<file path="src/rtl/gp9001_cmd_arb_pkg.sv">
// Shared definitions for the GP9001 command arbiter.
// Contents:
//   OP_*            3-bit requester operation codes (6 and 7 are invalid)
//   arb_state_e     arbiter FSM state encoding
//   ABORT_DATA      read data returned to a requester whose command timed out
//   op_valid()      1 for a legal operation code
//   op_is_read()    1 for the operations that return GP9001 read data
//   op_strobe()     one-hot strobe vector for an operation, zero if invalid
package gp9001_arb_pkg;

   localparam logic [2:0] OP_SELECT_REG  = 3'd0;
   localparam logic [2:0] OP_WRITE_REG   = 3'd1;
   localparam logic [2:0] OP_WRITE_RAM   = 3'd2;
   localparam logic [2:0] OP_READ_RAM_H  = 3'd3;
   localparam logic [2:0] OP_READ_RAM_L  = 3'd4;
   localparam logic [2:0] OP_SET_RAM_PTR = 3'd5;

   localparam logic [15:0] ABORT_DATA = 16'hFFFF;

   typedef enum logic [1:0] {
      ST_IDLE  = 2'd0,
      ST_WAIT  = 2'd1,
      ST_DONE  = 2'd2,
      ST_FLUSH = 2'd3
   } arb_state_e;

   function automatic logic op_valid(input logic [2:0] op);
      return op <= OP_SET_RAM_PTR;
   endfunction

   function automatic logic op_is_read(input logic [2:0] op);
      return (op == OP_READ_RAM_H) || (op == OP_READ_RAM_L);
   endfunction

   // Bit n of the result is the strobe for op code n; codes 6 and 7 shift
   // the single set bit out of the 6-bit vector, so they yield no strobe.
   function automatic logic [5:0] op_strobe(input logic [2:0] op);
      return 6'd1 << op;
   endfunction

endpackage

</file>
<file path="src/rtl/gp9001_cmd_arb_if.sv">
// GP9001 command bus between the arbiter (master) and the video chip (slave).
// Signals:
//   GP9001_OP_*    command strobes, at most one high, held for the whole command
//   GP9001_DIN     write data presented with the strobe
//   GP9001_DOUT    read data from the GP9001
//   GP9001ACK      level completion from the GP9001
interface gp9001_cmd_arb_if;
   logic        GP9001_OP_SELECT_REG;
   logic        GP9001_OP_WRITE_REG;
   logic        GP9001_OP_WRITE_RAM;
   logic        GP9001_OP_READ_RAM_H;
   logic        GP9001_OP_READ_RAM_L;
   logic        GP9001_OP_SET_RAM_PTR;
   logic [15:0] GP9001_DIN;
   logic [15:0] GP9001_DOUT;
   logic        GP9001ACK;

   modport master (
      output GP9001_OP_SELECT_REG, GP9001_OP_WRITE_REG, GP9001_OP_WRITE_RAM,
             GP9001_OP_READ_RAM_H, GP9001_OP_READ_RAM_L, GP9001_OP_SET_RAM_PTR,
             GP9001_DIN,
      input  GP9001_DOUT, GP9001ACK
   );

   modport slave (
      input  GP9001_OP_SELECT_REG, GP9001_OP_WRITE_REG, GP9001_OP_WRITE_RAM,
             GP9001_OP_READ_RAM_H, GP9001_OP_READ_RAM_L, GP9001_OP_SET_RAM_PTR,
             GP9001_DIN,
      output GP9001_DOUT, GP9001ACK
   );
endinterface

</file>
<file path="src/rtl/gp9001_cmd_arb_rr.sv">
// Two-way round-robin arbiter with a priority override for requester 1.
// Ports:
//   req[1:0]   pending requests
//   prio1      when high, requester 1 wins whenever it is requesting
//   last       index of the requester granted most recently
//   gnt[1:0]   one-hot grant (zero when nothing is requesting)
module gp9001_rr_arb (
   input  logic [1:0] req,
   input  logic       prio1,
   input  logic       last,
   output logic [1:0] gnt
);
   always_comb begin
      gnt = 2'b00;
      if (prio1 && req[1])
         gnt = 2'b10;
      else if (req == 2'b11)
         gnt = last ? 2'b01 : 2'b10;
      else
         gnt = req;
   end
endmodule

</file>
<file path="src/rtl/gp9001_cmd_arb.sv">
// Arbitrates two requesters onto the single GP9001 command bus.
// Ports:
//   CLK96, RESET96     96 MHz clock, asynchronous active-high reset
//   REQ0/1, OP0/1      level requests and their operation codes
//   DIN0/1             write data per requester
//   ACK0/1             one-cycle completion pulse per requester
//   RDATA0/1           read result per requester, held until its next completion
//   LVBL               low during vertical blank (enables requester-1 priority)
//   BUSY               high whenever a command is in progress
//   TIMEOUT_ERR        sticky flag, set when a command is aborted
//   gp                 GP9001 command bus (master side)
//
// state    | meaning
// ---------+---------------------------------------------------------------
// ST_IDLE  | no command; arbitrate and latch the winner's OP/DIN
// ST_WAIT  | strobe high, waiting for GP9001ACK or the timeout
// ST_DONE  | command finished; ACK on first cycle, wait for GP9001ACK low
// ST_FLUSH | command aborted by timeout; ACK for one cycle, then ST_DONE
module gp9001_cmd_arb #(
   parameter logic [7:0] TIMEOUT_CYC = 8'd255,
   parameter logic       PRIO_VBL    = 1'b1
) (
   input  logic        CLK96,
   input  logic        RESET96,
   input  logic        REQ0,
   input  logic        REQ1,
   input  logic [2:0]  OP0,
   input  logic [2:0]  OP1,
   input  logic [15:0] DIN0,
   input  logic [15:0] DIN1,
   output logic        ACK0,
   output logic        ACK1,
   output logic [15:0] RDATA0,
   output logic [15:0] RDATA1,
   input  logic        LVBL,
   output logic        BUSY,
   output logic        TIMEOUT_ERR,
   gp9001_cmd_arb_if.master gp
);
   import gp9001_arb_pkg::*;

   arb_state_e  state_q, state_d;
   logic        last_q;
   logic        port_q;
   logic [2:0]  op_q;
   logic [15:0] din_q;
   logic [15:0] rdata0_q, rdata1_q;
   logic        err_q;
   logic [7:0]  cnt_q;
   logic        first_q;

   logic [1:0]  gnt;
   logic        gnt_any;
   logic        prio1;
   logic [2:0]  op_gnt;
   logic [15:0] din_gnt;
   logic [7:0]  cnt_inc;
   logic        to_hit;
   logic        first_d;

   logic        rd_we;
   logic        rd_port;
   logic [15:0] rd_val;

   logic [5:0]  strobe;
   logic        ack_pulse;

   assign prio1   = PRIO_VBL & ~LVBL;
   assign gnt_any = |gnt;
   assign op_gnt  = gnt[1] ? OP1 : OP0;
   assign din_gnt = gnt[1] ? DIN1 : DIN0;
   // The counter holds the number of completed WAIT cycles, so the abort
   // fires in the WAIT cycle whose count would reach TIMEOUT_CYC.
   assign cnt_inc = cnt_q + 8'd1;
   assign to_hit  = (cnt_inc == TIMEOUT_CYC);

   gp9001_rr_arb u_rr (
      .req   ({REQ1, REQ0}),
      .prio1 (prio1),
      .last  (last_q),
      .gnt   (gnt)
   );

   always_ff @(posedge CLK96 or posedge RESET96) begin
      if (RESET96)
         state_q <= ST_IDLE;
      else
         state_q <= state_d;
   end

   always_comb begin
      state_d = state_q;
      case (state_q)
         ST_IDLE:
            if (gnt_any)
               state_d = op_valid(op_gnt) ? ST_WAIT : ST_DONE;
         ST_WAIT:
            // completion wins over a timeout landing in the same cycle
            if (gp.GP9001ACK)
               state_d = ST_DONE;
            else if (to_hit)
               state_d = ST_FLUSH;
         ST_FLUSH:
            state_d = ST_DONE;
         ST_DONE:
            if (!gp.GP9001ACK)
               state_d = ST_IDLE;
         default:
            state_d = ST_IDLE;
      endcase
   end

   always_comb begin
      strobe    = '0;
      ack_pulse = 1'b0;
      case (state_q)
         ST_WAIT:  strobe    = op_strobe(op_q);
         ST_DONE:  ack_pulse = first_q;
         ST_FLUSH: ack_pulse = 1'b1;
         default:  ;
      endcase
      BUSY = (state_q != ST_IDLE);
      ACK0 = ack_pulse & ~port_q;
      ACK1 = ack_pulse & port_q;
   end

   // RDATA update and first-DONE marker. ST_DONE reached through ST_FLUSH
   // has already acknowledged, so only direct entries mark the first cycle.
   always_comb begin
      rd_we   = 1'b0;
      rd_port = port_q;
      rd_val  = gp.GP9001_DOUT;
      first_d = 1'b0;
      case (state_q)
         ST_IDLE:
            if (gnt_any && !op_valid(op_gnt)) begin
               rd_we   = 1'b1;
               rd_port = gnt[1];
               rd_val  = 16'h0000;
               first_d = 1'b1;
            end
         ST_WAIT:
            if (gp.GP9001ACK) begin
               rd_we   = op_is_read(op_q);
               first_d = 1'b1;
            end else if (to_hit) begin
               rd_we   = 1'b1;
               rd_val  = ABORT_DATA;
            end
         default: ;
      endcase
   end

   always_ff @(posedge CLK96 or posedge RESET96) begin
      if (RESET96) begin
         last_q   <= 1'b1;
         port_q   <= 1'b0;
         op_q     <= 3'd0;
         din_q    <= 16'h0000;
         rdata0_q <= 16'h0000;
         rdata1_q <= 16'h0000;
         err_q    <= 1'b0;
         cnt_q    <= 8'd0;
         first_q  <= 1'b0;
      end else begin
         first_q <= first_d;
         if (state_q == ST_IDLE && gnt_any) begin
            last_q <= gnt[1];
            port_q <= gnt[1];
            op_q   <= op_gnt;
            din_q  <= din_gnt;
            cnt_q  <= 8'd0;
         end
         if (state_q == ST_WAIT) begin
            cnt_q <= cnt_inc;
            if (!gp.GP9001ACK && to_hit)
               err_q <= 1'b1;
         end
         if (rd_we) begin
            if (rd_port)
               rdata1_q <= rd_val;
            else
               rdata0_q <= rd_val;
         end
      end
   end

   assign gp.GP9001_OP_SELECT_REG  = strobe[0];
   assign gp.GP9001_OP_WRITE_REG   = strobe[1];
   assign gp.GP9001_OP_WRITE_RAM   = strobe[2];
   assign gp.GP9001_OP_READ_RAM_H  = strobe[3];
   assign gp.GP9001_OP_READ_RAM_L  = strobe[4];
   assign gp.GP9001_OP_SET_RAM_PTR = strobe[5];
   assign gp.GP9001_DIN            = din_q;

   assign RDATA0      = rdata0_q;
   assign RDATA1      = rdata1_q;
   assign TIMEOUT_ERR = err_q;

endmodule
</file>
<file path="src/flat_wrapper.sv">
// flat-port wrapper written by rule: the top's interface ports become plain ports
module gp9001_cmd_arb_flat import gp9001_arb_pkg::*;
#(
   parameter logic [7:0] TIMEOUT_CYC = 8'd255,
   parameter logic       PRIO_VBL    = 1'b1
)
  (CLK96, RESET96, REQ0, REQ1, OP0, OP1, DIN0, DIN1, ACK0, ACK1, RDATA0, RDATA1, LVBL, BUSY, TIMEOUT_ERR, gp_GP9001_OP_SELECT_REG, gp_GP9001_OP_WRITE_REG, gp_GP9001_OP_WRITE_RAM, gp_GP9001_OP_READ_RAM_H, gp_GP9001_OP_READ_RAM_L, gp_GP9001_OP_SET_RAM_PTR, gp_GP9001_DIN, gp_GP9001_DOUT, gp_GP9001ACK);
  gp9001_cmd_arb_if gp_i ();
  input  logic CLK96;
  input  logic RESET96;
  input  logic REQ0;
  input  logic REQ1;
  input  logic [2:0] OP0;
  input  logic [2:0] OP1;
  input  logic [15:0] DIN0;
  input  logic [15:0] DIN1;
  output logic ACK0;
  output logic ACK1;
  output logic [15:0] RDATA0;
  output logic [15:0] RDATA1;
  input  logic LVBL;
  output logic BUSY;
  output logic TIMEOUT_ERR;
  output wire logic [$bits(gp_i.GP9001_OP_SELECT_REG)-1:0] gp_GP9001_OP_SELECT_REG;
  output wire logic [$bits(gp_i.GP9001_OP_WRITE_REG)-1:0] gp_GP9001_OP_WRITE_REG;
  output wire logic [$bits(gp_i.GP9001_OP_WRITE_RAM)-1:0] gp_GP9001_OP_WRITE_RAM;
  output wire logic [$bits(gp_i.GP9001_OP_READ_RAM_H)-1:0] gp_GP9001_OP_READ_RAM_H;
  output wire logic [$bits(gp_i.GP9001_OP_READ_RAM_L)-1:0] gp_GP9001_OP_READ_RAM_L;
  output wire logic [$bits(gp_i.GP9001_OP_SET_RAM_PTR)-1:0] gp_GP9001_OP_SET_RAM_PTR;
  output wire logic [$bits(gp_i.GP9001_DIN)-1:0] gp_GP9001_DIN;
  input wire logic [$bits(gp_i.GP9001_DOUT)-1:0] gp_GP9001_DOUT;
  input wire logic [$bits(gp_i.GP9001ACK)-1:0] gp_GP9001ACK;
  assign gp_GP9001_OP_SELECT_REG = gp_i.GP9001_OP_SELECT_REG;
  assign gp_GP9001_OP_WRITE_REG = gp_i.GP9001_OP_WRITE_REG;
  assign gp_GP9001_OP_WRITE_RAM = gp_i.GP9001_OP_WRITE_RAM;
  assign gp_GP9001_OP_READ_RAM_H = gp_i.GP9001_OP_READ_RAM_H;
  assign gp_GP9001_OP_READ_RAM_L = gp_i.GP9001_OP_READ_RAM_L;
  assign gp_GP9001_OP_SET_RAM_PTR = gp_i.GP9001_OP_SET_RAM_PTR;
  assign gp_GP9001_DIN = gp_i.GP9001_DIN;
  assign gp_i.GP9001_DOUT = gp_GP9001_DOUT;
  assign gp_i.GP9001ACK = gp_GP9001ACK;
  gp9001_cmd_arb #(.TIMEOUT_CYC(TIMEOUT_CYC), .PRIO_VBL(PRIO_VBL)) u_core (.CLK96(CLK96), .RESET96(RESET96), .REQ0(REQ0), .REQ1(REQ1), .OP0(OP0), .OP1(OP1), .DIN0(DIN0), .DIN1(DIN1), .ACK0(ACK0), .ACK1(ACK1), .RDATA0(RDATA0), .RDATA1(RDATA1), .LVBL(LVBL), .BUSY(BUSY), .TIMEOUT_ERR(TIMEOUT_ERR), .gp(gp_i));
endmodule
</file>
<file path="config.mk">
export PLATFORM = sky130hd
export DESIGN_NAME = gp9001_cmd_arb_flat
export DESIGN_NICKNAME = d
export VERILOG_FILES = /design/src/rtl/gp9001_cmd_arb_pkg.sv /design/src/rtl/gp9001_cmd_arb_if.sv /design/src/rtl/gp9001_cmd_arb_rr.sv /design/src/rtl/gp9001_cmd_arb.sv /design/src/flat_wrapper.sv
export SDC_FILE = /design/constraint.sdc
export NUM_CORES = 1
export LEC_CHECK = 0
export ABC_AREA = 1
export CORE_ASPECT_RATIO = 0.5
export CORE_MARGIN = 3
export CORE_UTILIZATION = 40
export DETAILED_ROUTE_END_ITERATION = 6
export DONT_BUFFER_PORTS = 1
export SLEW_MARGIN = 40
export SYNTH_ARGS = -nofsm -noshare
export SYNTH_HDL_FRONTEND = slang
export SYNTH_HIERARCHICAL = 1
export SYNTH_SLANG_ARGS = --single-unit
</file>
<file path="constraint.sdc">
create_clock -name CLK96 -period 3.4 [get_ports CLK96]
set_input_delay 0.68 -clock CLK96 [delete_from_list [all_inputs] [get_ports CLK96]]
set_output_delay 0.68 -clock CLK96 [all_outputs]
set_load 0.05 [all_outputs]
</file>
==> key figures <==
Detailed routing
  – Wire per inst: 14.6 um
  – Vias per inst: 5.01
  – Antenna violation net count after detailed routing: 0
  – Via count: 2,657
  – Initial DRT Pass Iterations: 4
  – WL final: 7740 um
  – Drt drc: 0
  – 1st-iter DRT viols: 177

Floorplan
  – DIE AREA: 9240 um^2
  – Die height: 69.5 um
  – FP Rows: 22
  – Top-level I/O count: 118
  – Initial Util: 42.6%
  – Core Box Area: ~7600 um^2
  – Die X: between 100 and 150 um

Clock tree
  – Post-CTS resize count: 0
  – Clk Latency, worst-skew pair: between 0.3 and 0.4 ns
  – CTS Sinks: 65
  – Hold_buf cts: 0
  – H-tree lvl count: 3
  – Root buffer selected by CTS: clkbuf_16
  – Total CTS buffers: 9
  – CTS tree: done
  – Clock slew seen by the registers of the worst setup and hold paths: approximately 0.060 ns
  – Clock buffer depth: 2
  – Setup Fix Bufs, Post-CTS: 0

Global routing
  – Largest net degree at the start of global routing: 40
  – GRT Util Overall: between 10% and 20%
  – Vias in the first global route: around 2,500
  – Global route overflow: 0
  – Initial antenna violation count: 0
  – Global-route wire length before repair: roughly 12,000 um

Finish
  – Final instance area: 3650 um^2
  – Layout cells sized above 1: 12.6%
  – Synth-to-layout area growth: 13.1%
  – Filler cell count: 755
  – Commonest non-fill, non-tap cell in the layout: nand2_1
  – Most frequent cells in the layout: nand2_1 (173), dfrtp_1 (64), nand3_1 (43), nor2_1 (25), inv_1 (19)
  – Nets: roughly 480
  – Antenna diodes: 0

Yosys
  – Post-Syn Area: ~3200 um^2
  – Syn avg cell area: 7.83 um^2
  – Gate Count Post-Synth: 412
  – Post-Syn Nets: 474
  – Sequential share of the synthesized area: roughly 50%
  – Yosys cell types: 28
  – Synth warn: 6
  – #FFs+latches synth: between 60 and 70

Power
  – PwrDens: 1150 nW/um^2
  – LEAKAGE: 1.86 nW
  – Peak supply drop: around 0.36 mV

STA
  – Setup_tns: 0 ns
  – Final clock skew: 0.00408 ns
  – RSZ-0062 raised after global routing: false
  – Max Transition Viols Final: 0
  – Fmax: 0.393 GHz
  – Worst slew pin tran: 0.606 ns
  – Minimum clock period: 2.54 ns
  – Relative slew slack: 59.6%
  – Final hold viol count: 0
  – Count of final setup violators: 0
  – Period utilization: 74.8%

Placed design
  – Input/output buffers: 0
  – Gpl congestion: 0.840
  – Cell Area, Placed: 3350 um^2
  – DP Wirelength: 5560 um

Outcome
  – Status: finished clean

Setup path
  – Worst Path Required: 3.62 ns
  – Crit start category: flip-flop
  – CP arrival: 2.76 ns
  – Worst Setup Path Type: flip-flop to flip-flop
  – CP Capture Type: flip-flop
  – Critical path peak fanout: 34

Worst hold path
  – Worst min path class: input pin to asynchronous set/reset pin

Job
  – Max Cap Viol: 0
power by group:
group          internal (mW)  switching, mW
registers               1.08           1.19
clock network          0.565          0.345
logic                  0.312          0.717
total                   1.96           2.25
logic make-up after synthesis:
family	after synthesis	synth area share, %
compound gates	38	7.02
fa+ha+maj	2	0.776
buf+inv	43	6.36
flops	65	50.5
simple gates	264	35.4
cell type report:
type                    instances  area [um^2]  area share (%)
flip-flops and latches         65         1630            44.6
multi-input cells             304         1400            38.5
clock buffers                   9          225            6.17
well taps                     108          135            3.70
inverters                      25         96.3            2.64
repair buffers                 12         90.1            2.47
clock inverters                 7         71.3            1.95
critical path, cell delays in order, from the launching register on:
cell and delay, ns:
dfstp_2 0.52, inv_1 0.03, nand2_1 0.07, nand2_1 0.16, inv_2 0.11, nand2_1 0.05, nand2_1 0.14, nand3_2 0.39
nand2_1 0.21, inv_2 0.06, nand2_4 0.28, nand2_4 0.22, nand2_1 0.11, nand2_1 0.06
per-stage QoR:
stage / total power [mW] / util [%] / hold slack [ns] / worst slack (ns) / std cells
floorplan: 3.09 / - / 0.453 / 0.516 / 412
finish: 4.21 / 48.2 / 0.173 / 0.858 / 530
detailed placement: 3.34 / 44.3 / 0.479 / 0.651 / 514
global route: 4.47 / 48.2 / 0.180 / 0.560 / 530
CTS: 4.26 / 48.2 / 0.175 / 0.861 / 530
global placement: 3.32 / 44.2 / 0.476 / 0.683 / 514
synth_stat cells (all sizes together):
master,count,area [um^2]
dfrtp,64,1600
ha,2,25.0
nor4,1,6.26
nor3,4,20.0
clkbuf,7,26.3
a21oi,3,15.0
nand4,3,33.8
o21ai,15,86.3
o22ai,3,18.8
dfstp,1,26.3
a31oi,17,106
nand3,44,225
buf,11,82.6
inv,25,96.3
nand2,177,689
nor2,35,166
registers in the layout, indices dropped and copies added (netlist names):
name and cells:
u_core/last_q 1, u_core/cnt_q 8, u_core/RDATA1 16, u_core/RDATA0 16, u_core/TIMEOUT_ERR 1, u_core/port_q 1
u_core/op_q 3, u_core/gp.GP9001_DIN 16, u_core/first_q 1, u_core/state_q 2
path summary, 6_finish.rpt:
check,from,end,slack [ns],cells past startpoint
max,u_core/last_q,u_core/RDATA1[9],0.86,13
min,RESET96,u_core/gp.GP9001_DIN[0],0.17,1
max reg2reg,u_core/last_q,u_core/RDATA1[9],0.86,13
min in group CLK96,gp_GP9001ACK,u_core/first_q,0.48,2
max in group asynchronous,RESET96,u_core/RDATA0[6],2.49,2
min reg2reg,u_core/last_q,u_core/last_q,0.49,2
metal layers:
| layer | global-route usage [%] | vias to the layer above | wire length [um] |
|---|---|---|---|
| li1 | - | 1335 | - |
| met1 | 22.2 | 1212 | 3530 |
| met2 | 25.7 | 100 | 3420 |
| met3 | 6.88 | 10 | 697 |
| met4 | 5.53 | 0 | 96 |
| met5 | 0 | - | 0 |
(Power assumes the default switching activity.)
